$ cat src/rtl/serial_rx.sv
// rtl/serial_rx.sv - start/data/stop serial line receiver, centre-sampled, LSB first
// Two-flop synchronizer feeds a single-process FSM; valid/frame_err are one-cycle pulses.
module serial_rx #(
  parameter int CLKS_PER_BIT = 4,
  parameter int DATA_BITS    = 8
) (
  input  logic                 clk,
  input  logic                 reset_n,
  input  logic                 rx,
  output logic [DATA_BITS-1:0] data,
  output logic                 valid,
  output logic                 frame_err,
  output logic                 busy
);

  localparam int HALF = CLKS_PER_BIT / 2;
  localparam int CW   = $clog2(CLKS_PER_BIT);
  localparam int BW   = $clog2(DATA_BITS + 1);
  localparam logic [CW-1:0] CNT_LAST = CW'(CLKS_PER_BIT - 1);
  localparam logic [CW-1:0] CNT_HALF = CW'(HALF - 1);
  localparam logic [BW-1:0] BIT_LAST = BW'(DATA_BITS - 1);

  typedef enum logic [1:0] {IDLE, START, DATA, STOP} state_t;

  state_t               state;
  logic                 sync1;
  logic                 sync2;
  logic                 rx_s;
  logic [CW-1:0]        clk_cnt;
  logic [BW-1:0]        bit_cnt;
  logic [DATA_BITS-1:0] shreg;
  logic [DATA_BITS-1:0] shift_next;

  assign rx_s = sync2;

  // New bit enters at the MSB so the first received bit ends up in bit 0.
  always_comb begin
    shift_next                = shreg >> 1;
    shift_next[DATA_BITS-1]   = rx_s;
  end

  always_ff @(posedge clk or negedge reset_n) begin
    if (!reset_n) begin
      sync1     <= 1'b1;
      sync2     <= 1'b1;
      state     <= IDLE;
      clk_cnt   <= '0;
      bit_cnt   <= '0;
      shreg     <= '0;
      data      <= '0;
      valid     <= 1'b0;
      frame_err <= 1'b0;
      busy      <= 1'b0;
    end else begin
      sync1     <= rx;
      sync2     <= sync1;
      valid     <= 1'b0;
      frame_err <= 1'b0;
      case (state)
        IDLE: begin
          clk_cnt <= '0;
          if (!rx_s) begin
            state <= START;
            busy  <= 1'b1;
          end
        end
        START: begin
          if (clk_cnt == CNT_HALF) begin
            clk_cnt <= '0;
            bit_cnt <= '0;
            if (!rx_s) begin
              state <= DATA;
            end else begin
              state <= IDLE;
              busy  <= 1'b0;
            end
          end else begin
            clk_cnt <= clk_cnt + CW'(1);
          end
        end
        DATA: begin
          if (clk_cnt == CNT_LAST) begin
            clk_cnt <= '0;
            shreg   <= shift_next;
            if (bit_cnt == BIT_LAST) begin
              bit_cnt <= '0;
              state   <= STOP;
            end else begin
              bit_cnt <= bit_cnt + BW'(1);
            end
          end else begin
            clk_cnt <= clk_cnt + CW'(1);
          end
        end
        STOP: begin
          // Leaving at mid-stop-bit lets a start bit right after it be caught.
          if (clk_cnt == CNT_LAST) begin
            clk_cnt <= '0;
            state   <= IDLE;
            busy    <= 1'b0;
            if (rx_s) begin
              data  <= shreg;
              valid <= 1'b1;
            end else begin
              frame_err <= 1'b1;
            end
          end else begin
            clk_cnt <= clk_cnt + CW'(1);
          end
        end
        default: begin
          state <= IDLE;
          busy  <= 1'b0;
        end
      endcase
    end
  end

endmodule

$ cat config.mk
export PLATFORM = sky130hd
export DESIGN_NAME = serial_rx
export DESIGN_NICKNAME = d
export VERILOG_FILES = /design/src/rtl/serial_rx.sv
export SDC_FILE = /design/constraint.sdc
export NUM_CORES = 1
export LEC_CHECK = 0
export ABC_CLOCK_PERIOD_IN_PS = 2400
export BUFFER_PORTS_ARGS = -buffer_cell sky130_fd_sc_hd__buf_2
export CAP_MARGIN = 20
export CORE_MARGIN = 2
export CORE_UTILIZATION = 50
export CTS_CLUSTER_SIZE = 8
export DETAILED_ROUTE_END_ITERATION = 10
export GPL_TIMING_DRIVEN = 0
export PLACE_DENSITY = 0.75
export SETUP_SLACK_MARGIN = 0.1
export SKIP_CTS_REPAIR_TIMING = 1
export SLEW_MARGIN = 5
export SYNTH_ARGS = -nofsm -noshare
export SYNTH_HDL_FRONTEND = slang
export SYNTH_SLANG_ARGS = --single-unit
export TNS_END_PERCENT = 10
$ cat constraint.sdc
create_clock -name clk -period 2.4 [get_ports clk]
set_input_delay 0 -clock clk [delete_from_list [all_inputs] [get_ports clk]]
set_output_delay 0 -clock clk [all_outputs]
set_load 0.02 [all_outputs]
==> Word level (Yosys, flattened, before mapping) <==
Index checks and enable logic that the tools add are counted.
{ "classes": {"n_mux": 25, "eq_ne": 12, "n_reduce_logical": 9, "n_addsub": 2} }
{ "ops": {"columns": ["op", "count"], "rows": [
  ["2-bit 2-to-1 mux", 8],
  ["4-bit 2-to-1 mux", 3],
  ["2-bit != test, second input constant", 6],
  ["1-bit 2-to-1 mux", 10],
  ["5-bit AND reduction", 2],
  ["2-bit case mux with 4 select lines", 1],
  ["4-bit case mux with 2 select lines", 1],
  ["2-bit == test, second input constant", 3],
  ["2-bit case mux with 3 select lines", 1],
  ["3-bit AND reduction", 2],
  ["4-bit by 1-bit adder with 4-bit output, second input constant", 1],
  ["2-bit by 1-bit == test with 1-bit output, second input constant", 2],
  ["4-bit by 3-bit == test with 1-bit output, second input constant", 1],
  ["1-bit case mux with 3 select lines", 1],
  ["3-bit nonzero test", 1],
  ["2-bit by 1-bit adder with 2-bit output, second input constant", 1],
  ["2-bit zero test", 1],
  ["2-bit AND reduction", 1],
  ["2-bit nonzero test", 1],
  ["2-bit OR reduction", 1]
]} }
{ "word_totals": {"register_bits": 29, "input_bits": 3, "elab_cells": 58} }

==> Longest topological paths before layout <==
{ "logic_depth": {"word_depth": 4, "ltp_mapped": 5} }

==> Worst setup path before layout <==
OpenSTA, ideal clock, no wires.
{ "synth_path": {"kind": "register to register", "start": "register clk_cnt[0]", "end": "register data[0]", "period_less_slack_ps": 1413, "t_arrival_ps": 1288, "n_path_buf": 0, "required_time_ps": 2275, "path_slack_ps": 987, "path_stages_with_launch": 5, "path_cell_list": "dfrtp_1 ha_1 and2_4 nand3_4 mux2_2"} }
{ "synth_via": {"elab_chain_cells": 2} }
{ "synth_rtl": {"columns": ["element", "line_no", "source"], "rows": [
  ["start: declaration", "29", "logic [CW-1:0] clk_cnt;"],
  ["start signal: assignment", "78", "clk_cnt <= clk_cnt + CW'(1);"],
  ["start signal: assignment", "92", "clk_cnt <= clk_cnt + CW'(1);"],
  ["start signal: assignment", "108", "clk_cnt <= clk_cnt + CW'(1);"],
  ["2-bit == test", "97", "if (clk_cnt == CNT_LAST) begin"],
  ["3-bit AND reduction (no source line)", null, null],
  ["end signal: assignment", "102", "data <= shreg;"],
  ["end: declaration", "10", "output logic [DATA_BITS-1:0] data,"]
]} }
No other way between the ends.
A chain may end at the register's enable or synchronous reset.

==> Worst setup path in the final report <==
{ "layout_path": {"start": "register clk_cnt[0]", "end": "register data[6]"} }
Same word-level chain as after synthesis.

==> results.md <==
- Status: complete, no violations
- Floorplan row count: 18
- DIE AREA: 2897 um^2
- Post-synth cell types: 27
- Vias in the first global route: 751
- DRC violation count after routing: 0
- Mapped Cells: 99
- Share of the synthesized area in the top cell type: 54.44%
- Number of hold violations in the final report: 0
- Final #Nets: 128
- Drt wl/cell: 12.30 um
- Unrepaired setup endpoints after global routing: false
- Period utilisation layout: 64.17%
- Most frequent cells after synthesis: dfrtp_1, mux2_2, nand2_1, inv_1
- Cts bufs inserted: 5
- Worst hold path type: primary input to asynchronous set/reset pin
- Max Transition Viols Final: 0
- Max clock buf depth: 2
- Yosys warnings: 0
- CTS tree: built
- Startpoint Class: register
- Leak Pwr: 0.7361 nW
- Syn_nets: 106
- Register area share after synthesis: 58.67%
- Cell family with most CP delay: flip-flops
- # clock sinks: 29
- Largest family of logic cells by synthesized area: multiplexers
- Synth-to-Final Area Change: 15.52%
- Slew headroom: 58.76%
- Crit-path cells: ha_1, and2_4, nand3_4, mux2_2
- Fmax: 649.3 MHz
- H-tree levels: 2
- Worst Tran Pin Value: 0.6187 ns
- WS Path Type: register to register
- Post-Syn Area: 1241 um^2
- Final Critical Period: 1.540 ns
- Die outline height: 53.83 um
- Synth Area in Simple Gates: 12.50%
- Drt first-iter violations: 8
- VDD IR-drop max: 715.4 uV
- Final Core Density: 59.50%
- Most frequent cell after synthesis: dfrtp_1
- Count of boundary I/O pins: 14
- Gr ovfl total: 0
- Slowest cell on crit path: dfrtp_1
- I/O Buffers: 13
- Drt pass-1 iters: 4
- CTS root buffer: clkbuf_4
- Fraction of layout cells with a size suffix above 1: 36.07%
- Adder-cell share of the synthesized area: 4.032%
- Buf/Inv on CP: 0
- Synthesized-area fraction occupied by xor and xnor cells: 0%
- Min Hold Slack: 0.2341 ns
- Complex-gate fraction of the synthesized area: 7.157%
- Pwr dens: 994.3 nW/um^2
- Synth area leader: dfrtp_1
- Gr usage total: 17.27%
- Max-cap violation count: 0
- Setup Skew: 0.006414 ns
- Syn_area_per_cell: 12.54 um^2
- Clock Latency Late Sink: 0.31 ns
- CP arrival: 1.74 ns
- Worst Path Required: 2.60 ns
- Via count: 798
- Initial Utilization: 51.51%
- CORE AREA: 2410 um^2
- Die width: 53.83 um
- Clk slew on worst S/H paths: 0.09 ns
- First-pass GRT wire length: 3339 um
- Vias/cell: 5.250
- #FFs+latches synth: 29
- Setup-failing EPs final: 0
- Mux contribution to synthesized area: 14.42%
- Largest fanout on the critical path: 9
- DP HPWL: 1345 um
- Final setup TNS: 0 ns
- Max stage delay on crit path: 0.42 ns
- Synth top area cells: dfrtp_1, mux2_2, dfstp_2
- Synth async-reset ratio: 100.0%
- Gpl congestion: 0.8809
- Ant. Diodes: 0
- Critical Path Sink Type: register
- Final ANT Viol Nets: 0
- Top_reg_cell synth: dfrtp_1
- Pin count of the biggest net entering global routing: 30
- Routed WL: 1869 um
- Post-synth EDFFs: 0
- Initial antenna violation count: 0
-- placed cells by master (no fill, tap or decap) --
cell,count
dfrtp_1,27
buf_2,15
mux2_2,15
nand2_1,7
inv_1,6
a21oi_1,5
nand3_1,5
clkbuf_4,5
ha_1,4
nor3_1,3
nand3b_1,3
o21ai_0,3
nor2_1,2
o211ai_1,2
clkbuf_8,2
dlygate4sd3_1,2
dfstp_2,2
and2b_1,1
and2_4,1
nand3_4,1
mux2i_1,1
nand2b_1,1
buf_4,1
nand4_1,1
o2111ai_1,1
a221oi_1,1
a31oi_1,1
or2_2,1
nor2b_1,1
o311a_1,1
clkinv_2,1
-- worst register-to-register path, stage by stage (launching register included) --
cell	delay [ns]
dfrtp_1	0.42
ha_1	0.29
and2_4	0.21
nand3_4	0.14
mux2_2	0.36
-- cells by family after synthesis --
family	Yosys count
AO/OA/AOI/OAI	14
adder cells (fa/ha/maj)	4
buffers and inverters	9
flip-flops	29
multiplexers	16
AND/OR/NAND/NOR	27
-- state kept, by name (all words and copies together) (netlist names), 2 cells and up, named ones only --
signal   count
bit_cnt      4
clk_cnt      2
data         8
shreg        8
-- layer usage --
metal	wire length, um	share of wire (%)	track usage, %	vias to the layer above
met5	0	0	0	-
met3	82	4.4	8.333	4
met4	39	2.1	8.974	0
met2	877	47	25.00	15
li1	-	-	-	394
met1	870	47	21.28	385
-- final timing paths --
check	from	end	slack [ns]	cells after the start
worst max-delay path	clk_cnt[0]	data[6]	0.86	4
worst min-delay path	reset_n	data[3]	0.23	2
worst max register to register	clk_cnt[0]	data[6]	0.86	4
worst min register to register	sync1	rx_s	0.36	0
max in group asynchronous	reset_n	data[6]	1.76	2
min in group clk	rx	sync1	0.33	2
-- power by group --
part           internal, mW  leakage, nW  total [mW]  switching, mW
registers             0.601        0.384       0.690         0.0896
logic                 0.184        0.311       0.408          0.224
clock network         0.170       0.0413       0.328          0.158
-- layout make-up --
| type | count | area, um^2 |
|---|---|---|
| Buffer | 3 | 17.52 |
| Clock buffer | 7 | 65.06 |
| Clock inverter | 1 | 5.005 |
| Fill cell | 198 | 975.9 |
| Inverter | 6 | 22.52 |
| Multi-Input combinational cell | 61 | 473.0 |
| Sequential cell | 29 | 728.2 |
| Tap cell | 30 | 37.54 |
| Timing Repair Buffer | 15 | 85.08 |
-- metrics by stage --
stage | instances | power (mW) | instance area, um^2 | setup WS [ns]
2_1_floorplan | 99 | 0.9987 | 1241 | 0.9874
3_3_place_gp | 142 | 1.091 | 1344 | 0.8783
3_5_place_dp | 142 | 1.110 | 1344 | 0.8607
4_1_cts | 150 | 1.446 | 1414 | 0.8437
5_1_grt | 152 | 1.541 | 1434 | 0.7601
6_report | 152 | 1.426 | 1434 | 0.8599
(Power assumes the default switching activity.)
